==> config.mk <==
export PLATFORM = sky130hd
export DESIGN_NAME = booth_pp_accumulator_flat
export DESIGN_NICKNAME = d
export VERILOG_FILES = /design/src/rtl/booth_pp_accumulator_pkg.sv /design/src/rtl/booth_pp_accumulator_if.sv /design/src/rtl/booth_term_correct.sv /design/src/rtl/booth_pp_accumulator.sv /design/src/flat_wrapper.sv
export SDC_FILE = /design/constraint.sdc
export NUM_CORES = 1
export LEC_CHECK = 0
export CAP_MARGIN = 30
export CORE_MARGIN = 5
export CORE_UTILIZATION = 40
export CTS_CLUSTER_SIZE = 25
export DETAILED_ROUTE_END_ITERATION = 16
export PLACE_DENSITY = 0.72
export SLEW_MARGIN = 20
export SYNTH_ARGS = -nofsm -noshare
export SYNTH_HDL_FRONTEND = slang
export SYNTH_SLANG_ARGS = --single-unit
==> constraint.sdc <==
create_clock -name clk -period 5.25 [get_ports clk]
set_clock_uncertainty 0.15 [all_clocks]
set_input_delay 0.525 -clock clk [delete_from_list [all_inputs] [get_ports clk]]
set_output_delay 0.525 -clock clk [all_outputs]
set_load 0.01 [all_outputs]
==> src/rtl/booth_pp_accumulator_pkg.sv <==
// booth_pp_accumulator_pkg
//   Shared MAC definitions for the Booth partial-product accumulator:
//   default widths, FSM state encoding and the +1/+2 correction constants
//   that complete the two's-complement negation of a Booth partial product.
package booth_pp_accumulator_pkg;

   localparam int DEF_ACC_W      = 12;
   localparam int DEF_MAX_DIGITS = 4;
   localparam int PP_W           = 5;

   typedef enum logic [1:0] {
      ST_IDLE = 2'd0,
      ST_ACC  = 2'd1,
      ST_DONE = 2'd2
   } state_t;

   // The multiplier stage emits a one's-complement pp on negation; these
   // constants supply the missing LSB (x1 digit) or bit 1 (x2 digit).
   localparam logic [1:0] CORR_NONE = 2'd0;
   localparam logic [1:0] CORR_ONE  = 2'd1;
   localparam logic [1:0] CORR_TWO  = 2'd2;

endpackage

==> src/rtl/booth_pp_accumulator_if.sv <==
// booth_pp_accumulator_if
//   Beat-in / product-out handshake bundle.
//   master : partial-product producer and product consumer
//   slave  : booth_pp_accumulator
//   pp_valid/pp_ready + pp, shift, negation, zero, pp_last : input beats
//   prod_valid/prod_ready + product, digit_err              : closed products
interface booth_pp_accumulator_if
   import booth_pp_accumulator_pkg::*;
#(
   parameter int ACC_W = DEF_ACC_W
) ();

   logic              pp_valid;
   logic              pp_ready;
   logic [PP_W-1:0]   pp;
   logic              shift;
   logic              negation;
   logic              zero;
   logic              pp_last;
   logic              prod_valid;
   logic              prod_ready;
   logic [ACC_W-1:0]  product;
   logic              digit_err;

   modport master (
      output pp_valid, pp, shift, negation, zero, pp_last, prod_ready,
      input  pp_ready, prod_valid, product, digit_err
   );

   modport slave (
      input  pp_valid, pp, shift, negation, zero, pp_last, prod_ready,
      output pp_ready, prod_valid, product, digit_err
   );

endinterface

==> src/rtl/booth_term_correct.sv <==
// booth_term_correct
//   Combinational term builder: sign-extends a 5-bit Booth partial product
//   to ACC_W and adds the negation correction.
//   pp, shift, negation, zero : Booth digit encoding for this beat
//   term                      : corrected term, unshifted, ACC_W wide
module booth_term_correct
   import booth_pp_accumulator_pkg::*;
#(
   parameter int ACC_W = DEF_ACC_W
) (
   input  logic [PP_W-1:0]  pp,
   input  logic             shift,
   input  logic             negation,
   input  logic             zero,
   output logic [ACC_W-1:0] term
);

   logic [1:0] corr;

   always_comb begin
      corr = CORR_NONE;
      // A zero digit carries no magnitude, so its negation flag is moot.
      if (!zero && negation)
         corr = shift ? CORR_TWO : CORR_ONE;
      term = {{(ACC_W-PP_W){pp[PP_W-1]}}, pp} + ACC_W'(corr);
   end

endmodule

==> src/rtl/booth_pp_accumulator.sv <==
// booth_pp_accumulator
//   Accumulates radix-4 Booth partial-product beats into a signed product.
//   Digit k is weighted by 4^k; the product closes on pp_last or after
//   MAX_DIGITS beats (the latter flags digit_err).
//   clk, rst_n : clock, synchronous active-low reset
//   bus        : slave side of booth_pp_accumulator_if
module booth_pp_accumulator
   import booth_pp_accumulator_pkg::*;
#(
   parameter int MAX_DIGITS = DEF_MAX_DIGITS,
   parameter int ACC_W      = DEF_ACC_W
) (
   input  logic                     clk,
   input  logic                     rst_n,
   booth_pp_accumulator_if.slave    bus
);

   localparam int CNT_W = $clog2(MAX_DIGITS + 1);

   state_t            state, state_nxt;
   logic [ACC_W-1:0]  acc;
   logic [CNT_W-1:0]  count;
   logic              err_q;

   logic              pp_ready;
   logic              prod_valid;
   logic              xfer;
   logic [CNT_W-1:0]  idx;
   logic [CNT_W-1:0]  idx_inc;
   logic              close;
   logic [ACC_W-1:0]  term;
   logic [ACC_W-1:0]  term_sh;
   logic [ACC_W-1:0]  acc_base;

   booth_term_correct #(.ACC_W(ACC_W)) u_term (
      .pp       (bus.pp),
      .shift    (bus.shift),
      .negation (bus.negation),
      .zero     (bus.zero),
      .term     (term)
   );

   assign xfer     = bus.pp_valid && pp_ready;
   // A beat taken in IDLE is always digit 0, whatever count was left over.
   assign idx      = (state == ST_IDLE) ? '0 : count;
   assign idx_inc  = idx + CNT_W'(1);
   assign close    = bus.pp_last || (idx_inc == CNT_W'(MAX_DIGITS));
   assign term_sh  = term << {idx, 1'b0};
   assign acc_base = (state == ST_IDLE) ? '0 : acc;

   // state register
   always_ff @(posedge clk) begin
      if (!rst_n) state <= ST_IDLE;
      else        state <= state_nxt;
   end

   // next-state logic
   always_comb begin
      state_nxt = state;
      case (state)
         ST_IDLE: if (xfer) state_nxt = close ? ST_DONE : ST_ACC;
         ST_ACC:  if (xfer && close) state_nxt = ST_DONE;
         ST_DONE: if (bus.prod_ready) state_nxt = ST_IDLE;
         default: state_nxt = ST_IDLE;
      endcase
   end

   // outputs
   always_comb begin
      pp_ready   = 1'b0;
      prod_valid = 1'b0;
      case (state)
         ST_IDLE, ST_ACC: pp_ready   = 1'b1;
         ST_DONE:         prod_valid = 1'b1;
         default: ;
      endcase
   end

   // accumulator, digit counter, error flag; all frozen outside a transfer
   always_ff @(posedge clk) begin
      if (!rst_n) begin
         acc   <= '0;
         count <= '0;
         err_q <= 1'b0;
      end else if (xfer) begin
         acc   <= acc_base + term_sh;
         count <= idx_inc;
         err_q <= !bus.pp_last && (idx_inc == CNT_W'(MAX_DIGITS));
      end
   end

   assign bus.pp_ready   = pp_ready;
   assign bus.prod_valid = prod_valid;
   assign bus.product    = acc;
   assign bus.digit_err  = err_q;

endmodule

==> src/flat_wrapper.sv <==
// flat-port wrapper written by rule: the top's interface ports become plain ports
module booth_pp_accumulator_flat import booth_pp_accumulator_pkg::*;
#(
   parameter int MAX_DIGITS = DEF_MAX_DIGITS,
   parameter int ACC_W      = DEF_ACC_W
)
  (clk, rst_n, bus_pp_valid, bus_pp, bus_shift, bus_negation, bus_zero, bus_pp_last, bus_prod_ready, bus_pp_ready, bus_prod_valid, bus_product, bus_digit_err);
  booth_pp_accumulator_if #(.ACC_W(ACC_W)) bus_i ();
  input  logic clk;
  input  logic rst_n;
  input wire logic [$bits(bus_i.pp_valid)-1:0] bus_pp_valid;
  input wire logic [$bits(bus_i.pp)-1:0] bus_pp;
  input wire logic [$bits(bus_i.shift)-1:0] bus_shift;
  input wire logic [$bits(bus_i.negation)-1:0] bus_negation;
  input wire logic [$bits(bus_i.zero)-1:0] bus_zero;
  input wire logic [$bits(bus_i.pp_last)-1:0] bus_pp_last;
  input wire logic [$bits(bus_i.prod_ready)-1:0] bus_prod_ready;
  output wire logic [$bits(bus_i.pp_ready)-1:0] bus_pp_ready;
  output wire logic [$bits(bus_i.prod_valid)-1:0] bus_prod_valid;
  output wire logic [$bits(bus_i.product)-1:0] bus_product;
  output wire logic [$bits(bus_i.digit_err)-1:0] bus_digit_err;
  assign bus_i.pp_valid = bus_pp_valid;
  assign bus_i.pp = bus_pp;
  assign bus_i.shift = bus_shift;
  assign bus_i.negation = bus_negation;
  assign bus_i.zero = bus_zero;
  assign bus_i.pp_last = bus_pp_last;
  assign bus_i.prod_ready = bus_prod_ready;
  assign bus_pp_ready = bus_i.pp_ready;
  assign bus_prod_valid = bus_i.prod_valid;
  assign bus_product = bus_i.product;
  assign bus_digit_err = bus_i.digit_err;
  booth_pp_accumulator #(.MAX_DIGITS(MAX_DIGITS), .ACC_W(ACC_W)) u_core (.clk(clk), .rst_n(rst_n), .bus(bus_i));
endmodule
==> summary.txt <==
Clock network
  – CTS H-Tree Depth: 1
  – CTS root buf: clkbuf_8
  – Cts repair resizes: 0
  – Cts bufs inserted: 3
  – Clock Pin Slew Worst Setup and Hold Paths: 70 ps
  – Later-pin clock latency in the skew report: 260 ps
  – Deepest clock path buffer count: 2
  – Clk sinks: 18
  – Post-CTS Hold Fix Bufs: 0
  – CTS tree: built
  – Post-CTS setup buffers: 0

Critical path
  – Arrival @ worst endpoint: 4460 ps
  – CP Class: in -> reg
  – Crit-path max FO: 6
  – CP Cell Sequence: clkdlybuf4s50_1, nor3b_1, ha_1, inv_1, fa_1, nor3_1, a21oi_1, o22a_1, o22a_1, o21ai_0, ha_1, a2111oi_4, o21ai_2, a2111oi_4, nor4b_1, o21ai_1, or3b_1
  – Startpoint class of the critical path: primary input
  – Crit-path slowest cell: clkdlybuf4s50_1
  – Worst EP required: 5240 ps
  – CP endpoint kind: flop
  – Crit-path max cell delay: 470 ps

Detailed routing
  – DRC: 0
  – Via count: 1791
  – Pre-Repair DR Iteration Count: 4
  – Avg Vias per Cell: 5.777
  – Final ANT Viol Nets: 0
  – Initial DRC count: 98
  – DR WL/cell: 14.55 um
  – Drt total wl: 4.512 mm

Timing
  – Pin slew with the least headroom to its limit: 921.7 ps
  – Final period utilization: 85.02%
  – Total negative setup slack: 0 ps
  – Slew Viols, Final: 0
  – Endpoints failing hold: 0
  – Final setup fails: 0
  – FMAX: 224.0 MHz
  – RSZ-0062 raised after global routing: no
  – Hold Worst Slack: 325.3 ps
  – Slew headroom: 38.36%
  – Minimum clock period: 4463 ps

Synth
  – Main combinational cell family by area after synthesis: compound AO/OA/AOI/OAI gates
  – Post-Syn Instances: 237
  – Ys async rst share: 0%
  – Yosys top cell area share: 19.89%
  – Compound-cell area share of the yosys netlist: 31.91%
  – Register area share after synthesis: 19.89%
  – Synth Area in XOR/XNOR: 1.934%
  – Yosys reg bits: 18
  – Simple-gate share of the synthesized area: 25.97%
  – Mapped cell area: 0.001812 mm2
  – Post-synth top area cell: dfxtp_1
  – Mux cell area share after synthesis: 2.417%
  – Syn nets: 267
  – Synth Area in Adders: 12.57%
  – Synth warn: 0
  – Cell variety after synth: 53
  – Top post-synthesis cells by area: dfxtp_1, ha_1, nand2_1
  – Main synth FF type: dfxtp_1
  – Post-synth EDFFs: 0
  – Syn_area_per_cell: 7.644 um2

Cells and area
  – Antenna diodes: 0
  – Most frequent cells in the layout: nand2_1, clkdlybuf4s50_1, dfxtp_1, a21oi_1, ha_1
  – Number of fillers in the final layout: 455
  – Commonest non-fill, non-tap cell in the layout: nand2_1
  – Non-filler cells, final: 310
  – Cell area after layout: 0.002162 mm2
  – Final #Nets: 289
  – Synth-to-layout area growth: 19.34%
  – Share of layout cells above drive strength 1: 6.589%

Power
  – Final Total Pwr: 0.0004423 W
  – Seq pwr share: 35.9%
  – Cell area power density: 204.6 mW/mm2
  – Clock Power Share: 26.5%
  – Static leakage: 0.9219 nW
  – Peak VDD IR: 0.00008969 V
  – Int Power: 0.0002926 W
  – Sw Share: 33.86%
  – Sw power: 0.0001498 W
  – Combinational share of power: 37.7%

Hold path
  – Hold crit path type: reg -> reg

Floorplan
  – Ports: 28
  – Die area: 0.005975 mm2
  – Die X: 77.30 um
  – Core area: 0.004384 mm2
  – Die Height: 77.30 um
  – Initial cell density of the core: 41.32%
  – Row cnt: 24

Placement
  – Placed cell area: 0.002107 mm2
  – GP Congestion: 0.9013
  – Port Buffers: 27
  – Dpl hpwl: 3.306 mm
  – Inst Count DP: 306

Global route
  – Largest net degree at the start of global routing: 27
  – Initial antenna violation count: 0
  – Grt ovf: 0
  – GRT Overall Usage: 15.43%
  – First-pass GRT wire length: 7.659 mm
  – Number of global-route vias before repair: 1729

Outcome
  – Outcome: complete, no violations

Job
  – MaxCap Viol Count: 0
==> worst max-delay path, delay by kind of cell <==
kind | cells | cell delay (ps)
adders and majority gates | 3 | 1000
buffers and inverters | 2 | 530
and+or+nand+nor | 4 | 830
AOI/OAI and AO/OA | 8 | 1560
==> cells in the mapped netlist, drive strengths merged, types with 2 or more instances <==
library cell	n
a2111oi	2
a211o	2
a211oi	3
a21boi	4
a21o	3
a21oi	17
and2	14
buf	3
clkbuf	8
dfxtp	18
fa	2
ha	15
inv	13
mux2	3
nand2	30
nand2b	4
nand3	9
nand3b	2
nand4	2
nand4b	2
nor2	13
nor2b	2
nor3	6
nor3b	2
o2111ai	2
o211a	4
o21a	4
o21ai	18
o21bai	3
o221ai	2
o22a	4
o311ai	2
o31ai	2
or2	2
xor2	4
==> state kept, by name (all words and copies together), names as in the netlist <==
signal,cells
u_core.bus.product,12
u_core.count,3
u_core.state,2
u_core.bus.digit_err,1
==> routing by layer <==
metal / wire, um / track usage (%) / up-vias
met4: 102 / 7.732 / 0
li1: - / - / 907
met5: 0 / 0 / -
met2: 2071 / 24.24 / 35
met3: 166 / 2.810 / 7
met1: 2172 / 20.13 / 842
==> power groups by stage <==
stage          clock network, W  registers, W  logic [W]
2_1_floorplan                 0      0.000163   0.000109
6_report               0.000117      0.000159   0.000167
4_1_cts                0.000121      0.000159   0.000167
3_3_place_gp                  0      0.000162   0.000163
3_5_place_dp                  0      0.000162   0.000165
5_1_grt                0.000129      0.000161   0.000184
==> cell families (layout without fill, tap and decap cells) <==
logic type	after synthesis	after routing
AND/OR/NAND/NOR	93	93
AO/OA/AOI/OAI	77	77
buffers and inverters	24	45
flip-flops	18	18
adder cells (fa/ha/maj)	17	17
XOR/XNOR	4	4
multiplexers	4	4
==> stage by stage <==
step / setup WS (ps) / utilization [%]
floorplan: 1261 / -
global placement: 638.4 / 48.06
detailed placement: 527.2 / 48.06
CTS: 788.4 / 49.32
global route: 580.0 / 49.32
finish: 786.5 / 49.32
==> worst paths after layout <==
kind	from	end	slack, ps	depth (start not counted)
setup / recovery	bus_negation	u_core.bus.product[11]	790	17
hold / removal	u_core.bus.digit_err	u_core.bus.digit_err	330	2
setup reg to reg	u_core.state[0]	u_core.bus.product[11]	1580	13
hold reg to reg	u_core.bus.digit_err	u_core.bus.digit_err	330	2
==> area by class of cell <==
type	instances	area (um2)	area share, %
clock buffers	4	55.05	2.546
inverters	13	48.80	2.257
multi-input cells	195	1355	62.67
flip-flops and latches	18	360.3	16.67
well taps	52	65.06	3.009
repair buffers	28	277.8	12.85
(Power assumes the default switching activity.)
